--- src/rtl/fetch_pc_unit_pkg.sv ---
// Shared definitions for the fetch PC unit.
//   fetch_state_e : fetch FSM states
//   INSTR_W       : instruction / address width
//   PC_INCR       : sequential PC step
package fetch_pc_unit_pkg;

    localparam int unsigned INSTR_W = 32;
    localparam logic [INSTR_W-1:0] PC_INCR = 32'd4;

    typedef enum logic [1:0] {
        IDLE,
        FETCH,
        DISCARD,
        HOLD
    } fetch_state_e;

endpackage

--- src/rtl/fetch_pc_unit_pc_target_calc.sv ---
// Redirect target calculation (purely combinational).
//   ex_pc_plus4 : PC+4 of the redirecting instruction
//   signimm_sh  : sign-extended immediate, already shifted left by 2
//   jump_index  : instruction bits [25:0]
//   jump        : select the jump target instead of the branch target
//   target      : selected redirect address (mod 2^32)
module pc_target_calc
    import fetch_pc_unit_pkg::*;
(
    input  logic [INSTR_W-1:0] ex_pc_plus4,
    input  logic [INSTR_W-1:0] signimm_sh,
    input  logic [25:0]        jump_index,
    input  logic               jump,
    output logic [INSTR_W-1:0] target
);

    logic [INSTR_W-1:0] w_branch_target;
    logic [INSTR_W-1:0] w_jump_target;

    assign w_branch_target = ex_pc_plus4 + signimm_sh;
    assign w_jump_target   = {ex_pc_plus4[31:28], jump_index, 2'b00};
    assign target          = jump ? w_jump_target : w_branch_target;

endmodule

--- src/rtl/fetch_pc_unit.sv ---
// Fetch stage: owns the PC, issues instruction-memory requests over a
// req/ack interface with wait states, and presents fetched instructions to
// decode through a registered output with stall hold, a one-entry skid
// buffer and redirect flush.
//   clk, reset          : clock, synchronous active-high reset
//   imem_req/addr       : fetch request, held with a stable address until ack
//   imem_ack/rdata      : one-cycle data-valid strobe and instruction word
//   instr_valid/instr   : decode-facing instruction and its valid
//   pc_plus4            : address of instr + 4
//   stall               : decode cannot accept this cycle
//   branch_taken, jump  : redirect requests (jump wins)
//   ex_pc_plus4, signimm_sh, jump_index : redirect target operands
module fetch_pc_unit
    import fetch_pc_unit_pkg::*;
#(
    parameter logic [31:0] RESET_PC = 32'h0000_0000
) (
    input  logic               clk,
    input  logic               reset,
    output logic               imem_req,
    output logic [INSTR_W-1:0] imem_addr,
    input  logic               imem_ack,
    input  logic [INSTR_W-1:0] imem_rdata,
    output logic               instr_valid,
    output logic [INSTR_W-1:0] instr,
    output logic [INSTR_W-1:0] pc_plus4,
    input  logic               stall,
    input  logic               branch_taken,
    input  logic               jump,
    input  logic [INSTR_W-1:0] ex_pc_plus4,
    input  logic [INSTR_W-1:0] signimm_sh,
    input  logic [25:0]        jump_index
);

    fetch_state_e       r_state, w_state_nxt;
    logic [INSTR_W-1:0] r_pc, w_pc_nxt;
    logic [INSTR_W-1:0] r_redirect_pc, w_redirect_pc_nxt;
    logic [INSTR_W-1:0] r_skid_instr, w_skid_instr_nxt;
    logic [INSTR_W-1:0] r_skid_pc4, w_skid_pc4_nxt;
    logic [INSTR_W-1:0] r_instr, w_instr_nxt;
    logic [INSTR_W-1:0] r_pc_plus4, w_pc_plus4_nxt;
    logic               r_instr_valid, w_instr_valid_nxt;

    logic               w_redirect;
    logic               w_consume;
    logic [INSTR_W-1:0] w_target;
    logic [INSTR_W-1:0] w_pc_inc;

    pc_target_calc u_target (
        .ex_pc_plus4 (ex_pc_plus4),
        .signimm_sh  (signimm_sh),
        .jump_index  (jump_index),
        .jump        (jump),
        .target      (w_target)
    );

    assign w_redirect  = jump | branch_taken;
    assign w_consume   = r_instr_valid & ~stall;
    assign w_pc_inc    = r_pc + PC_INCR;

    // The request address is the PC register itself; the PC only moves on
    // ack or when no request is outstanding, which keeps the address stable.
    assign imem_addr   = r_pc;
    assign instr_valid = r_instr_valid;
    assign instr       = r_instr;
    assign pc_plus4    = r_pc_plus4;

    always_ff @(posedge clk) begin
        if (reset) begin
            r_state       <= IDLE;
            r_pc          <= RESET_PC;
            r_redirect_pc <= '0;
            r_skid_instr  <= '0;
            r_skid_pc4    <= '0;
            r_instr       <= '0;
            r_pc_plus4    <= '0;
            r_instr_valid <= 1'b0;
        end else begin
            r_state       <= w_state_nxt;
            r_pc          <= w_pc_nxt;
            r_redirect_pc <= w_redirect_pc_nxt;
            r_skid_instr  <= w_skid_instr_nxt;
            r_skid_pc4    <= w_skid_pc4_nxt;
            r_instr       <= w_instr_nxt;
            r_pc_plus4    <= w_pc_plus4_nxt;
            r_instr_valid <= w_instr_valid_nxt;
        end
    end

    always_comb begin
        w_state_nxt       = r_state;
        w_pc_nxt          = r_pc;
        w_redirect_pc_nxt = r_redirect_pc;
        w_skid_instr_nxt  = r_skid_instr;
        w_skid_pc4_nxt    = r_skid_pc4;
        w_instr_nxt       = r_instr;
        w_pc_plus4_nxt    = r_pc_plus4;
        w_instr_valid_nxt = r_instr_valid;
        imem_req          = 1'b0;

        // A consumed instruction leaves the output unless reloaded below.
        if (w_consume) begin
            w_instr_valid_nxt = 1'b0;
        end

        case (r_state)
            IDLE: begin
                w_state_nxt = FETCH;
            end

            FETCH: begin
                imem_req = 1'b1;
                if (w_redirect) begin
                    if (imem_ack) begin
                        w_pc_nxt = w_target;
                    end else begin
                        // Outstanding request must finish at its address first.
                        w_redirect_pc_nxt = w_target;
                        w_state_nxt       = DISCARD;
                    end
                end else if (imem_ack) begin
                    w_pc_nxt = w_pc_inc;
                    if (!r_instr_valid || !stall) begin
                        w_instr_nxt       = imem_rdata;
                        w_pc_plus4_nxt    = w_pc_inc;
                        w_instr_valid_nxt = 1'b1;
                    end else begin
                        w_skid_instr_nxt = imem_rdata;
                        w_skid_pc4_nxt   = w_pc_inc;
                        w_state_nxt      = HOLD;
                    end
                end
            end

            DISCARD: begin
                imem_req = 1'b1;
                if (w_redirect) begin
                    w_redirect_pc_nxt = w_target;
                end
                if (imem_ack) begin
                    w_pc_nxt    = w_redirect ? w_target : r_redirect_pc;
                    w_state_nxt = FETCH;
                end
            end

            HOLD: begin
                if (w_redirect) begin
                    w_pc_nxt    = w_target;
                    w_state_nxt = FETCH;
                end else if (!stall) begin
                    w_instr_nxt       = r_skid_instr;
                    w_pc_plus4_nxt    = r_skid_pc4;
                    w_instr_valid_nxt = 1'b1;
                    w_state_nxt       = FETCH;
                end
            end

            default: begin
                w_state_nxt = IDLE;
            end
        endcase

        // Wrong-path flush wins over stall and over any reload above.
        if (w_redirect) begin
            w_instr_valid_nxt = 1'b0;
        end
    end

endmodule

--- config.mk ---
export PLATFORM = sky130hd
export DESIGN_NAME = fetch_pc_unit
export DESIGN_NICKNAME = d
export VERILOG_FILES = /design/src/rtl/fetch_pc_unit_pkg.sv /design/src/rtl/fetch_pc_unit_pc_target_calc.sv /design/src/rtl/fetch_pc_unit.sv
export SDC_FILE = /design/constraint.sdc
export NUM_CORES = 1
export LEC_CHECK = 0
export BUFFER_PORTS_ARGS = -buffer_cell sky130_fd_sc_hd__buf_2
export CAP_MARGIN = 20
export CORE_ASPECT_RATIO = 1.5
export CORE_UTILIZATION = 56
export CTS_CLUSTER_SIZE = 28
export DETAILED_ROUTE_END_ITERATION = 12
export GPL_TIMING_DRIVEN = 0
export PLACE_DENSITY_LB_ADDON = 0.12
export SYNTH_ARGS = -nofsm -noshare
export SYNTH_HDL_FRONTEND = slang
export SYNTH_HIERARCHICAL = 1
export SYNTH_SLANG_ARGS = --single-unit
--- constraint.sdc ---
create_clock -name clk -period 4.3 [get_ports clk]
set_input_delay 0.43 -clock clk [delete_from_list [all_inputs] [get_ports clk]]
set_output_delay 0.43 -clock clk [all_outputs]
set_load 0.03 [all_outputs]
==> results.sh, run 1 <==
export IMPL_crit_fanout=3
export IMPL_slowest_stage="a2111oi_4"
export IMPL_num_rows=62
export IMPL_dr_pass1_iters=10
export IMPL_finalWirelength_mm=34.7
export IMPL_total_power_w=0.00473
export IMPL_finalSetupTns_ns=0
export IMPL_cp_slowest_stage_delay_ns=0.57
export IMPL_powerDensity_nw_per_um2=367
export IMPL_final_cell_mix="buf_2, nand2_1, dfxtp_1, a21oi_1, nor2_1"
export IMPL_peakVddDrop_mv=0.306
export IMPL_ant_nets=0
export IMPL_ys_warn_count=6
export IMPL_cp_arrival_ns=3.79
export IMPL_timing_fmax_mhz=291
export IMPL_synthCells=1374
export IMPL_cts_tree="done"
export IMPL_cts_setup_buffers=0
export IMPL_rsz0062_at_grt="no"
export IMPL_setup_viol=0
export IMPL_dieHeight_microns=173
export IMPL_core_area_sq_um=19100
export IMPL_antenna_found_initial=0
export IMPL_num_nets_final=1782
export IMPL_synth_seq_cells=195
export IMPL_drt_first_iter_violations=880
export IMPL_place_gp_congestion=1.00
export IMPL_clk_latency_ns=0.44
export IMPL_htree_levels=4
export IMPL_final_core_util_pct=67.6
export IMPL_timing_final_crit_period_ns=3.43
export IMPL_yosysSeqAreaShare_pct=35.9
export IMPL_cts_buffer_depth=2
export IMPL_vias=11400
export IMPL_async_flop_share_pct=0
export IMPL_fin_worst_skew_ns=0.0105
export IMPL_clock_sinks=195
export IMPL_gr_usage_all_layers_pct=34.9
export IMPL_post_route_drc_count=0
export IMPL_fin_crit_sh_pct=79.8
export IMPL_grt_pass1_vias=10900
export IMPL_numCtsBuffers=17
export IMPL_timing_final_ws_setup_ns=0.869
export IMPL_wl_per_cell_microns=18.4
export IMPL_report_final_slew_viol_count=0
export IMPL_place_hpwl_mm=27.2
export IMPL_ios=226
export IMPL_relSlewSlack_pct=27.0
export IMPL_clk_pin_slew_worst_paths_ns=0.08
export IMPL_synth_edff_count=0
export IMPL_crit_required_ns=4.66
export IMPL_leakagePower_nw=5.11
export IMPL_netlist_area_sq_um=10900
export IMPL_viasPerCell=6.05
export IMPL_syn_nets=1539
export IMPL_die_w_microns=116
export IMPL_hold_slack_ns=0.235
export IMPL_r2r_slack_ns=1.49
export IMPL_cp_end_kind="flip-flop"
export IMPL_synth_main_ff_cell="dfxtp_1"
export IMPL_area_growth_pct=18.5
export IMPL_ys_types=82
export IMPL_hold_violations=0
export IMPL_overflow=0
export IMPL_status="finished, final reports clean"
export IMPL_cts_hold_repair_buffers=0
export IMPL_path_delay_family="compound AO/OA/AOI/OAI gates"
export IMPL_mostFrequentLayoutCell="buf_2"
export IMPL_grt_first_pass_wirelength_mm=54.3
export IMPL_start_kind="primary input"
export IMPL_crit_type="in2reg"
export IMPL_cp_cell_sequence="buf_2 > ha_1 > inv_1 > fa_1 > and2b_1 > o211ai_1 > a21boi_2 > o211ai_2 > a2111oi_4 > o2111ai_1 > and4_1 > a311oi_1 > a22o_1 > o21ai_0 > a211oi_1"
export IMPL_initial_core_util_pct=57.0
export IMPL_drv_cap=0
export IMPL_layout_drive_gt1_share_pct=18.6
export IMPL_syn_avg_cell_area_sq_um=7.92
export IMPL_die_area_sq_um=20000
export IMPL_hold_class="in2reg"
export IMPL_critPathBufInv=2
export IMPL_dp_worst_setup_slack_ns=0.508
export IMPL_cts_root_buf="clkbuf_16"
export IMPL_grt_max_degree=18
export IMPL_ctsResizeCount=0
export IMPL_tightest_slew_ns=1.09
export IMPL_portBuffers=224
[cells in the mapped netlist, types with 7 or more instances]
cell	count	area [sq um]
nor2b_1	11	68.8
nand2_1	225	845
nor2_1	117	439
a22oi_1	9	67.6
o32ai_1	9	78.8
o21ai_0	64	320
a21o_1	14	105
nand2b_1	9	56.3
a211oi_1	59	443
a31oi_1	16	100
buf_2	20	100
dfxtp_1	195	3900
o21a_1	10	75.1
and4_1	11	96.3
o221ai_1	10	87.6
clkbuf_1	71	267
a22o_1	8	70.1
a221oi_1	9	78.8
xnor2_1	24	210
ha_1	36	450
xor2_1	21	184
mux2i_1	43	430
o211ai_1	10	75.1
buf_1	8	30.0
nand4_1	21	131
nand3_1	32	160
and3_1	15	93.8
nor3_1	24	120
inv_1	29	109
a21oi_1	129	646
o31ai_1	7	52.6
[cell type report]
type	instances	area, sq um
antenna	1	2.50
buffer	104	429
clock buffer	20	447
clock inverter	12	121
fill	1754	6190
inverter	29	109
multi-input combinational	1046	6440
sequential	195	3900
tap	256	320
timing repair buffer	224	1120
[per-layer routing]
metal	GRT usage, %	part of all wire [%]	vias up
met5	0	0	-
met4	26.0	7.7	0
met3	7.54	7.0	165
met2	61.2	49	563
met1	35.4	36	5218
li1	-	-	5470
[power breakdown]
group | internal (W) | switching (W)
combinational | 0.000412 | 0.000766
sequential | 0.00190 | 0.000102
clock | 0.000826 | 0.000728
[state kept, by name, indices dropped and copies added, names as in the netlist]
register       flops
imem_addr         32
r_redirect_pc     32
r_state            2
instr_valid        1
pc_plus4          32
r_skid_pc4        32
r_skid_instr      32
instr             32
[cell families after synthesis]
group,after synthesis,synth area share [%]
adders and majority gates,37,4.32
DFF,195,35.9
and+or+nand+nor,504,21.5
AOI/OAI and AO/OA,417,25.8
muxes,43,3.96
buffers and inverters,133,4.95
xor gates and xnor gates,45,3.62
[path summary, 6_finish.rpt]
path,from,endpoint,cells after the start
setup reg to reg,r_state[0],pc_plus4[25],7
hold reg to reg,pc_plus4[12],pc_plus4[12],2
hold / removal,imem_rdata[12],r_skid_instr[12],3
setup / recovery,ex_pc_plus4[0],imem_addr[30],15
[tightest hold or removal path, delay by kind of cell]
kind | cells | cell delay [ns]
AO/OA/AOI/OAI | 1 | 0.05
buffers and inverters | 1 | 0.10
AND/OR/NAND/NOR | 1 | 0.05
[stage by stage]
stage               cell area, sq um  std cells
finish                         12900       1887
global route                   12900       1886
CTS                            12900       1886
detailed placement             12300       1854
global placement               12300       1854
floorplan                      10900       1374
(Power assumes the default switching activity.)
==> run 2, diff against run 1 <==
--- a/config.mk
+++ b/config.mk
@@ -5,10 +5,11 @@
 export SDC_FILE = /design/constraint.sdc
 export NUM_CORES = 1
 export LEC_CHECK = 0
+export ABC_AREA = 1
 export BUFFER_PORTS_ARGS = -buffer_cell sky130_fd_sc_hd__buf_2
 export CAP_MARGIN = 20
 export CORE_ASPECT_RATIO = 1.5
-export CORE_UTILIZATION = 56
+export CORE_UTILIZATION = 51
 export CTS_CLUSTER_SIZE = 28
 export DETAILED_ROUTE_END_ITERATION = 12
 export GPL_TIMING_DRIVEN = 0
==> constraint.sdc (replaced) <==
create_clock -name clk -period 2.9 [get_ports clk]
set_input_delay 0.29 -clock clk [delete_from_list [all_inputs] [get_ports clk]]
set_output_delay 0.29 -clock clk [all_outputs]
set_load 0.03 [all_outputs]
==> run 2 against run 1 <==
Area after synthesis grew 13%. Critical endpoint is now r_redirect_pc[22]. Combinational power grew 140%. Critical path type is now reg2reg. Non-clock buffer count grew 2. Highest routed layer unchanged. Clock-buffer cell count grew 1. Design area grew 12%. Synthesized cell count grew 47%. First-iteration DRC count grew 26%. Largest cell class unchanged.
==> results.sh, run 2 <==
export IMPL_status="finished, final reports clean"
export IMPL_num_rows=69
export IMPL_cts_setup_buffers=0
export IMPL_clk_pin_slew_worst_paths_ns=0.07
export IMPL_p_seq_share_pct=38.2
export IMPL_viasPerCell=5.40
export IMPL_r2r_slack_ns=0.36
export IMPL_post_route_drc_count=0
export IMPL_place_gp_congestion=0.956
export IMPL_cp_slowest_stage_delay_ns=0.58
export IMPL_die_w_microns=129
export IMPL_cts_root_buf="clkbuf_16"
export IMPL_cts_tree="done"
export IMPL_synthCells=2022
export IMPL_internal_power_w=0.00503
export IMPL_crit_top_cell="clkbuf_1"
export IMPL_crit_fanout=10
export IMPL_numCtsBuffers=17
export IMPL_hold_path_end="r_skid_instr[19]"
export IMPL_synth_top_cell_area_share_pct=31.8
export IMPL_grt_max_degree=19
export IMPL_drt_first_iter_violations=1107
export IMPL_area_growth_pct=17.2
export IMPL_cp_end_kind="flip-flop"
export IMPL_num_nets_final=2431
export IMPL_cts_buffer_depth=2
export IMPL_clk_latency_ns=0.45
export IMPL_synth_xor_xnor_area_share_pct=1.79
export IMPL_initial_core_util_pct=51.9
export IMPL_fin_worst_skew_ns=0.0173
export IMPL_powerDensity_nw_per_um2=588
export IMPL_synth_seq_cells=195
export IMPL_async_flop_share_pct=0
export IMPL_place_hpwl_mm=34.4
export IMPL_fin_crit_sh_pct=87.7
export IMPL_ys_warn_count=6
export IMPL_mostFrequentLayoutCell="nand2_1"
export IMPL_syn_nets=2187
export IMPL_rsz0062_at_grt="no"
export IMPL_finalSetupTns_ns=0
export IMPL_wl_per_cell_microns=16.6
export IMPL_synth_area_mux_share_pct=0
export IMPL_synth_simple_area_share_pct=35.4
export IMPL_ios=226
export IMPL_antennaDiodeCount=0
export IMPL_peakVddDrop_mv=0.367
export IMPL_leakagePower_nw=7.48
export IMPL_overflow=0
export IMPL_synth_top_cells_by_area="dfxtp_1, nand2_1, o21ai_0, nor2_1, inv_1"
export IMPL_hold_class="in2reg"
export IMPL_synth_top_cell_by_area="dfxtp_1"
export IMPL_ant_nets=0
export IMPL_cp_cell_sequence="inv_1 > ha_1 > clkbuf_1 > inv_2 > o22ai_2 > clkbuf_1 > a31oi_1"
export IMPL_p_comb_share_pct=33.6
export IMPL_power_share_clock_pct=28.3
export IMPL_synth_fa_ha_area_share_pct=3.84
export IMPL_final_core_util_pct=60.8
export IMPL_hold_violations=0
export IMPL_grt_pass1_vias=13200
export IMPL_start_kind="flip-flop"
export IMPL_yosysMostFrequentCell="nand2_1"
export IMPL_die_area_sq_um=24700
export IMPL_core_area_sq_um=23700
export IMPL_p_sw_share_pct=40.6
export IMPL_total_power_w=0.00846
export IMPL_grt_first_pass_wirelength_mm=66.3
export IMPL_holdPathStages=3
export IMPL_cp_startpoint="r_state[0]"
export IMPL_dieHeight_microns=192
export IMPL_final_cell_mix="nand2_1, buf_2, nor2_1, o21ai_0, dfxtp_1"
export IMPL_yosysSeqAreaShare_pct=31.8
export IMPL_synth_edff_count=0
export IMPL_r2r_start="r_state[0]"
export IMPL_setup_viol=0
export IMPL_timing_final_crit_period_ns=2.54
export IMPL_ctsResizeCount=0
export IMPL_tightest_slew_ns=0.843
export IMPL_synth_top_family_by_area="simple AND/OR/NAND/NOR gates"
export IMPL_synth_compound_area_share_pct=18.1
export IMPL_vias=14000
export IMPL_finalWirelength_mm=43.1
export IMPL_cts_hold_repair_buffers=0
export IMPL_holdCritStartpoint="imem_rdata[19]"
export IMPL_timing_fmax_mhz=393
export IMPL_r2r_end="r_redirect_pc[22]"
export IMPL_cp_arrival_ns=2.84
export IMPL_relSlewSlack_pct=43.8
export IMPL_netlist_area_sq_um=12300
export IMPL_drv_cap=0
export IMPL_dr_pass1_iters=6
export IMPL_slowest_stage="clkbuf_1"
export IMPL_ys_types=42
export IMPL_syn_avg_cell_area_sq_um=6.07
export IMPL_htree_levels=4
export IMPL_report_final_slew_viol_count=0
export IMPL_portBuffers=225
export IMPL_antenna_found_initial=0
export IMPL_synth_main_ff_cell="dfxtp_1"
export IMPL_crit_type="reg2reg"
export IMPL_fillCellCount=2446
export IMPL_crit_required_ns=3.20
export IMPL_power_switching_w=0.00343
export IMPL_layout_drive_gt1_share_pct=15.2
export IMPL_clock_sinks=195
export IMPL_r2r_cells=7
export IMPL_synthTopCellsByCount="nand2_1, nor2_1, o21ai_0"
export IMPL_gr_usage_all_layers_pct=35.0
-- run 2: metal layers --
metal | vias to the layer above | wire length [microns] | track usage, %
met3 | 143 | 1990 | 3.70
met1 | 6361 | 15800 | 35.1
met2 | 526 | 22200 | 66.3
met4 | 0 | 3040 | 25.0
met5 | - | 0 | 0
li1 | 6989 | - | -
-- run 2: how the worst max path moves through the flow --
| stage | endpoint | slack (ns) |
|---|---|---|
| 6_report | r_redirect_pc[22] | 0.36 |
| 5_1_grt | imem_addr[28] | 0.21 |
| 4_1_cts | r_redirect_pc[22] | 0.41 |
| 3_5_place_dp | imem_addr[20] | 0.16 |
| 3_3_place_gp | imem_addr[20] | 0.19 |
| 2_1_floorplan | imem_addr[16] | 0.77 |
-- run 2: cells by family after synthesis --
logic type	count (synthesis)
adder cells (fa/ha/maj)	37
buffers and inverters	280
AO/OA/AOI/OAI	413
AND/OR/NAND/NOR	1072
XOR/XNOR	25
flip-flops	195
-- run 2: layout make-up --
type / count / area, sq um / share of cell area (%)
repair buffers: 225 / 1130 / 7.83
multi-input cells: 1547 / 7250 / 50.4
clock buffers: 21 / 480 / 3.34
plain buffers: 105 / 450 / 3.13
inverters: 175 / 657 / 4.57
clock inverters: 11 / 110 / 0.766
flip-flops and latches: 195 / 3900 / 27.1
well taps: 319 / 399 / 2.78
-- run 2: power by group through the flow --
stage / logic (W) / registers, W / clock network [W]
2_1_floorplan: 0.00156 / 0.00357 / 0
3_3_place_gp: 0.00277 / 0.00327 / 0
3_5_place_dp: 0.00279 / 0.00328 / 0
4_1_cts: 0.00281 / 0.00322 / 0.00240
5_1_grt: 0.00312 / 0.00327 / 0.00251
6_report: 0.00284 / 0.00323 / 0.00239
-- run 2: per-stage QoR --
| step | hold WS [ns] | cells | area (sq um) | worst slack (ns) |
|---|---|---|---|---|
| after floorplan | 0.425 | 2022 | 12300 | 0.766 |
| after global placement | 0.455 | 2566 | 13800 | 0.192 |
| after detailed placement | 0.458 | 2566 | 13800 | 0.165 |
| after CTS | 0.0839 | 2598 | 14400 | 0.409 |
| after global routing | 0.0809 | 2598 | 14400 | 0.214 |
| final | 0.0839 | 2598 | 14400 | 0.357 |
-- run 2: worst max-delay path: cells and delay by family (launching register included) --
family | cells | cell delay, ns
buffers and inverters | 4 | 1.20
flip-flops | 1 | 0.36
adder cells (fa/ha/maj) | 1 | 0.16
AO/OA/AOI/OAI | 2 | 0.67
